### src/rtl/seg_display_arbiter.sv
// Shares one 4-digit multiplexed 7-segment display between three requesters.
// Ownership is re-decided only at frame boundaries (fixed priority, req[0] highest),
// with a minimum hold time before a higher-priority requester may preempt.
// The displayed frame is an atomic snapshot taken at the same boundary.
module seg_display_arbiter #(
    parameter int unsigned CLK_DIV     = 65536,
    parameter int unsigned HOLD_FRAMES = 2,
    parameter logic [7:0]  IDLE_PAT    = 8'hB6
) (
    input  logic        clk,
    input  logic        rst_n,
    input  logic [2:0]  req,
    input  logic [95:0] seg_data,
    output logic [3:0]  an,
    output logic [7:0]  seg,
    output logic [2:0]  grant,
    output logic        busy,
    output logic        frame_start
);

    localparam int unsigned PW = (CLK_DIV > 1) ? $clog2(CLK_DIV) : 1;
    localparam int unsigned HW = $clog2(HOLD_FRAMES + 1);

    localparam logic [PW-1:0] PRESC_MAX = PW'(CLK_DIV - 1);
    localparam logic [HW-1:0] HOLD_LAST = HW'(HOLD_FRAMES - 1);

    localparam logic [1:0] StIdle = 2'd0;
    localparam logic [1:0] StHold = 2'd1;
    localparam logic [1:0] StOpen = 2'd2;

    logic [PW-1:0] prescaler_q;
    logic [1:0]    digit_q;
    logic          tick;
    logic          fb;

    logic [1:0]    state_q, state_d;
    logic [2:0]    grant_q, grant_d;
    logic [HW-1:0] hold_q, hold_d;
    logic [7:0]    fbuf_q [4];
    logic [7:0]    fbuf_d [4];

    logic [2:0]    win_oh;
    logic          owner_req;

    assign tick = (prescaler_q == PRESC_MAX);
    // Frame boundary: last prescaler cycle of the rightmost digit.
    assign fb   = tick && (digit_q == 2'd3);

    assign grant = grant_q;
    assign busy  = |grant_q;

    // Digit-slot prescaler and digit scan counter.
    always_ff @(posedge clk or negedge rst_n) begin
        if (!rst_n) begin
            prescaler_q <= '0;
            digit_q     <= 2'd0;
        end else begin
            prescaler_q <= tick ? '0 : prescaler_q + 1'b1;
            if (tick) begin
                digit_q <= digit_q + 2'd1;
            end
        end
    end

    // Fixed-priority winner and whether the current owner still requests.
    always_comb begin
        win_oh = 3'b000;
        if (req[0]) begin
            win_oh = 3'b001;
        end else if (req[1]) begin
            win_oh = 3'b010;
        end else if (req[2]) begin
            win_oh = 3'b100;
        end
        owner_req = |(req & grant_q);
    end

    // Ownership FSM next state, evaluated every cycle but committed only at fb.
    always_comb begin
        state_d = state_q;
        grant_d = grant_q;
        hold_d  = hold_q;
        case (state_q)
            StIdle: begin
                if (|req) begin
                    grant_d = win_oh;
                    hold_d  = '0;
                    state_d = StHold;
                end
            end
            StHold: begin
                if (!owner_req) begin
                    // Owner released: the remaining requests compete right away.
                    if (|req) begin
                        grant_d = win_oh;
                        hold_d  = '0;
                        state_d = StHold;
                    end else begin
                        grant_d = 3'b000;
                        hold_d  = '0;
                        state_d = StIdle;
                    end
                end else if (hold_q == HOLD_LAST) begin
                    state_d = StOpen;
                end else begin
                    hold_d = hold_q + 1'b1;
                end
            end
            StOpen: begin
                if (!(|req)) begin
                    grant_d = 3'b000;
                    hold_d  = '0;
                    state_d = StIdle;
                end else if (win_oh != grant_q) begin
                    grant_d = win_oh;
                    hold_d  = '0;
                    state_d = StHold;
                end
            end
            default: begin
                grant_d = 3'b000;
                hold_d  = '0;
                state_d = StIdle;
            end
        endcase
    end

    // Snapshot source follows the owner chosen for the coming frame.
    always_comb begin
        for (int d = 0; d < 4; d++) begin
            fbuf_d[d] = IDLE_PAT;
            case (grant_d)
                3'b001:  fbuf_d[d] = seg_data[8*d +: 8];
                3'b010:  fbuf_d[d] = seg_data[32 + 8*d +: 8];
                3'b100:  fbuf_d[d] = seg_data[64 + 8*d +: 8];
                default: fbuf_d[d] = IDLE_PAT;
            endcase
        end
    end

    // Arbitration state and frame buffer update atomically at the frame boundary.
    always_ff @(posedge clk or negedge rst_n) begin
        if (!rst_n) begin
            state_q <= StIdle;
            grant_q <= 3'b000;
            hold_q  <= '0;
            for (int d = 0; d < 4; d++) begin
                fbuf_q[d] <= IDLE_PAT;
            end
        end else if (fb) begin
            state_q <= state_d;
            grant_q <= grant_d;
            hold_q  <= hold_d;
            for (int d = 0; d < 4; d++) begin
                fbuf_q[d] <= fbuf_d[d];
            end
        end
    end

    // Registered pin drivers; one cycle behind the scan counter.
    always_ff @(posedge clk or negedge rst_n) begin
        if (!rst_n) begin
            an          <= 4'b1111;
            seg         <= 8'hFF;
            frame_start <= 1'b0;
        end else begin
            an          <= ~(4'b1000 >> digit_q);
            seg         <= fbuf_q[digit_q];
            frame_start <= fb;
        end
    end

endmodule

### config.mk
export PLATFORM = sky130hd
export DESIGN_NAME = seg_display_arbiter
export DESIGN_NICKNAME = d
export VERILOG_FILES = /design/src/rtl/seg_display_arbiter.sv
export SDC_FILE = /design/constraint.sdc
export NUM_CORES = 1
export LEC_CHECK = 0
export ABC_AREA = 1
export CAP_MARGIN = 0
export CORE_UTILIZATION = 42
export DETAILED_ROUTE_END_ITERATION = 10
export GPL_TIMING_DRIVEN = 0
export PLACE_DENSITY = 0.75
export SLEW_MARGIN = 10
export SYNTH_ARGS = -nofsm -noshare
export SYNTH_HDL_FRONTEND = slang
export SYNTH_SLANG_ARGS = --single-unit
### constraint.sdc
create_clock -name clk -period 1.7 [get_ports clk]
set_input_delay 0.255 -clock clk [delete_from_list [all_inputs] [get_ports clk]]
set_output_delay 0.255 -clock clk [all_outputs]
set_load 0.02 [all_outputs]
Yosys cells after proc, flatten, opt, wreduce, memory -nomap -nowiden --
Cells that the tools add are included.
Cells by class: shift-type cells 1, muxes and demuxes 30, magnitude comparators 1, reductions and logical operators 7, eq/ne operators 13, bitwise logic cells 3, multipliers 0, divide/modulo/power cells 0, add/sub/neg operators 3
Operators by type and width (count):
- $pmux 8 s3 | 4
- $mux 3 | 8
- $mux 2 | 10
- $add 16x1->16 const B | 1
- $bmux 8 s2 | 1
- $eq 16x16->1 const B | 1
- $mux 16 | 1
- $mux 8 | 2
- $pmux 2 s3 | 2
- $ne 3x3->1 const B | 3
- $pmux 3 s3 | 1
- $reduce_or 3->1 | 3
- $reduce_and 4->1 | 2
- $add 2x1->2 const B | 2
- $eq 2x1->1 const B | 2
- $eq 2x2->1 const B | 2
- $not 4->4 | 1
- $shr 4x2->4 const A | 1
- $and 3x3->3 | 1
- $eq 3x1->1 const B | 1
- $eq 3x2->1 const B | 1
- $eq 3x3->1 const B | 1
- $ge 3x3->1 const B | 1
- $ne 3x3->1 | 1
- other kinds (5) | 5
Storage, ports and cells: bits in writable memories 0, latch bits 0, logic and storage cells 70, bits in read-only memories 0, input bits 101, bits in registers 70, memories kept 0, output and inout bits 17

Longest topological paths before layout --
depth in word-level cells 9, depth in mapped cells 16

Worst setup path after synthesis --
OpenSTA, ideal clock, no wires.
path kind register to register, start register grant_q[0] (netlist: grant[0]), end register fbuf_q[15] (netlist bit), path slack -0.175 ns, stages on the path, launching flop included 15, arrival time 1.799 ns, path through dfrtp_1 -> ha_1 -> inv_1 -> nand3_2 -> nand3_1 -> nand2_1 -> inv_1 -> nand2_1 -> nor2_2 -> nand3_1 -> nand3_1 -> nand2_1 -> buf_6 -> nor2_1 -> nor2_1
On the way: cells in the longest elaborated chain, start to end 6
RTL lines:
- start: declaration | line 37 | logic [2:0] grant_q, grant_d;
- start signal: assignment | line 152 | grant_q <= grant_d;
- $ne 3x3->1 / $and 3x3->3 (equally long branches) | line 114, 75
- $mux 3 / $reduce_or 3->1 (equally long branches) | line 114, 75
- $mux 3, on equally long branches | line 110, 92
- $pmux 3 s3 (*) | line 83 | case (state_q)
- $eq 3x3->1, or another cell as far along | line 132 | case (grant_d)
- $pmux 8 s3 (*) | line 132
- end signal: indexed assignment | line 155 | fbuf_q[d] <= fbuf_d[d];
- end: declaration | line 39 | logic [7:0] fbuf_q [4];
Mark *: on every way between the ends. The rest lies on a longest branch, timed or not. A chain may end at the register's enable or synchronous reset.

Worst setup path in the final report --
start register grant_q[0] (netlist: grant[0]), end register fbuf_q[21] (netlist bit)
Same word-level chain as after synthesis.

==> run_results.csv <==
group,metric,value,unit
drt,routedWlPerCell,17.8,µm
critical_path,crit_type,"reg2reg",
timing,worst_pin_slew,0.548,ns
job,cap_violations,0,
hold_path,hp-class,"in2async",
synthesis,synth-simple-area-share,39.5,%
critical_path,path_delay_family,"simple AND/OR/NAND/NOR gates",
cells_and_area,area_delta_synth_final,68.0,%
timing,fin_skew,0.0128,ns
timing,timing.final.crit_period,2.07,ns
place,post-dp-hpwl,9160,µm
floorplanning,num_rows,35,
drt,drc,0,
global_route,grt_use_total,27.6,%
clock_tree,cts_buffers,9,
critical_path,cp_cell_sequence,"ha_4 -> inv_4 -> nand3_4 -> nand2_2 -> nand2_1 -> nand2_1 -> nand2_1 -> inv_2 -> nand2_4 -> nand2_4 -> nand3_4 -> nand2_8 -> clkbuf_16 -> nor2_1 -> nor2_1",
drt,drt_pass1_iterations,5,
drt,wl,15300,µm
clock_tree,h-tree-depth,3,
cells_and_area,fill_cells,676,
global_route,grt-ovfl-total,0,
timing,max_freq,483,MHz
synthesis,synth_seq_cells,70,
place,placed_cell_area,5540,µm²
power,total_power,0.00336,W
power,pwr_density_cell,487,nW/µm²
critical_path,cp.arrival,2.36,ns
critical_path,start_kind,"register",
critical_path,cp_slowest_cell,"dfrtp_2",
place,portBuffers,117,
global_route,grt_pass1_wl,21900,µm
cells_and_area,nets,831,
floorplanning,io_pins,118,
synthesis,synth.cell_area,4100,µm²
global_route,grt_pass1_vias,4680,
synthesis,yosysWarnings,0,
floorplanning,fp.dieH,101,µm
global_route,grt_max_degree,64,
timing,slew_viol_final,0,
synthesis,yosysSeqAreaShare,43.7,%
synthesis,synthXorXnorAreaFrac,1.92,%
cells_and_area,final_common_cell,"clkdlybuf4s50_1",
power,peakVddDrop,0.418,mV
clock_tree,clk_latency,0.36,ns
cells_and_area,diodes,0,
synthesis,synth-async-reset-ratio,100,%
critical_path,max_stage_delay,0.44,ns
critical_path,crit_fanout,7,
synthesis,synth.distinct_cells,31,
critical_path,endpoint_kind,"register",
floorplanning,initial_utilization,43.8,%
synthesis,synth_edf_count,0,
floorplanning,die-area,10200,µm²
timing,setup_tns,-12.68,ns
critical_path,cp_num_buf_inv,3,
drt,ant_nets,0,
synthesis,synthMuxAreaShare,0.244,%
floorplanning,core,9370,µm²
critical_path,cp_common_cell,"nand2_1",
synthesis,synthAdderAreaFrac,2.14,%
clock_tree,path_clk_slew,0.09,ns
timing,rsz0062_at_grt,"yes",
drt,viasPerCell,5.61,
cells_and_area,drive_above_1_share,37.1,%
timing,slew_headroom,63.5,%
synthesis,synthTopCellsByArea,"dfrtp_1 (23%), dfstp_2 (21%), nand3_1 (11%)",
clock_tree,cts.sinks,70,
power,leakage,3.11,nW
synthesis,synth_top_family_by_area,"simple AND/OR/NAND/NOR gates",
clock_tree,root_buffer,"clkbuf_8",
timing,setup_viol,54,
timing,hold_viol,0,
clock_tree,cts_tree,"built",
place,gp_congestion,0.960,
run_status,status,"finished, violations left",
timing,setup_slack,-0.369,ns
cells_and_area,postLayoutCellArea,6890,µm²
place,place_ws,-0.732,ns
timing,period_share,122,%
run_status,violations,"setup timing",
synthesis,synth-compound-area-share,4.91,%
synthesis,synth_top_cell_area_share,23.2,%
floorplanning,die_w,101,µm
synthesis,ys.flop_type,"dfrtp_1",
global_route,antenna_found_initial,0,
drt,drtIter0Drc,375,
synthesis,synth_largest_area_cell,"dfrtp_1",
synthesis,synthCells,548,
cells_and_area,layout_common_cells,"clkdlybuf4s50_1 (98), nand2_1 (63), nand3_1 (61)",
critical_path,critPathRequiredTime,1.99,ns
drt,num_vias,4807,
synthesis,syn_avg_cell_area,7.48,µm²
clock_tree,clockBufferDepth,2,
synthesis,synth.net_count,656,
-- path summary, 6_finish.rpt --
| check | startpoint | to | slack [ns] | depth (start not counted) |
|---|---|---|---|---|
| worst max-delay path | grant[0]$_DFFE_PN0P_ | fbuf_q[21]$_DFFE_PN1P_ | -0.37 | 15 |
| worst max register to register | grant[0]$_DFFE_PN0P_ | fbuf_q[21]$_DFFE_PN1P_ | -0.37 | 15 |
| min in group clk | fbuf_q[22]$_DFFE_PN0P_ | fbuf_q[22]$_DFFE_PN0P_ | 0.49 | 2 |
| max in group asynchronous | rst_n | fbuf_q[31]$_DFFE_PN1P_ | 0.87 | 3 |
| worst min register to register | fbuf_q[22]$_DFFE_PN0P_ | fbuf_q[22]$_DFFE_PN0P_ | 0.49 | 2 |
| worst min-delay path | rst_n | fbuf_q[27]$_DFFE_PN0P_ | 0.26 | 2 |
-- cells in the mapped netlist, types with 2 or more instances --
| cell | instances |
|---|---|
| inv_1 | 35 |
| buf_1 | 3 |
| nand3_2 | 3 |
| nor3_1 | 7 |
| buf_2 | 15 |
| nor2_4 | 2 |
| nor2_2 | 5 |
| buf_6 | 2 |
| nand3_1 | 94 |
| o22ai_1 | 9 |
| nand2_1 | 95 |
| nand4_1 | 44 |
| clkbuf_1 | 11 |
| xor2_1 | 8 |
| ha_1 | 7 |
| dfrtp_1 | 38 |
| a21oi_1 | 6 |
| nand2_2 | 2 |
| o21ai_0 | 20 |
| nor2_1 | 95 |
| nor4_1 | 2 |
| inv_2 | 5 |
| dfstp_2 | 32 |
-- area by class of cell --
class | count | area [µm²] | area share [%]
clock inverter | 6 | 47.5 | 0.690
inverter | 41 | 166 | 2.42
clock buffer | 10 | 128 | 1.85
buffer | 29 | 234 | 3.40
multi-input combinational | 405 | 2640 | 38.3
sequential | 70 | 1800 | 26.1
tap | 129 | 161 | 2.34
timing repair buffer | 167 | 1720 | 24.9
-- repair_timing --
action,in CTS,in global routing
endpoints found under the setup margin,73,58
hold buffers,1,0
pin swaps,18,47
gates resized for setup,129,119
buffers inserted,22,16
cloned,6,4
hold endpoints to repair,39,0
-- power breakdown --
group	internal, W	switching, W	total [W]
Combinational	0.000271	0.000191	0.000462
Clock	0.000539	0.000687	0.00123
Sequential	0.00167	0	0.00167
Total	0.00248	0.000878	0.00336
-- layer usage --
layer	vias to the layer above	part of all wire (%)	track usage [%]	wire length [µm]
met5	-	0	0	0
met4	0	4.2	12.3	648
met3	64	6.1	5.06	931
met2	229	50	46.4	7600
met1	2316	40	34.8	6080
li1	2198	-	-	-
-- state kept, by name, indices dropped and copies added, names as in the netlist, 2 cells and up --
name,cells
seg,8
digit_q,2
grant,3
hold_q,2
an,4
fbuf_q,32
prescaler_q,16
state_q,2
-- metrics by stage --
| step | hold slack [ns] | instances | util, % |
|---|---|---|---|
| floorplan | -0.0406 | 548 | - |
| global placement | 0.445 | 794 | 58.8 |
| detailed placement | 0.0931 | 795 | 59.1 |
| CTS | 0.255 | 838 | 67.3 |
| global route | 0.260 | 857 | 73.5 |
| finish | 0.256 | 857 | 73.5 |
-- kinds of logic after synthesis --
family	Yosys count
adder cells (fa/ha/maj)	7
buffers and inverters	73
flip-flops	70
multiplexers	1
AND/OR/NAND/NOR	351
XOR/XNOR	9
AO/OA/AOI/OAI	37
Note: power is estimated with default switching activity, not from simulation.
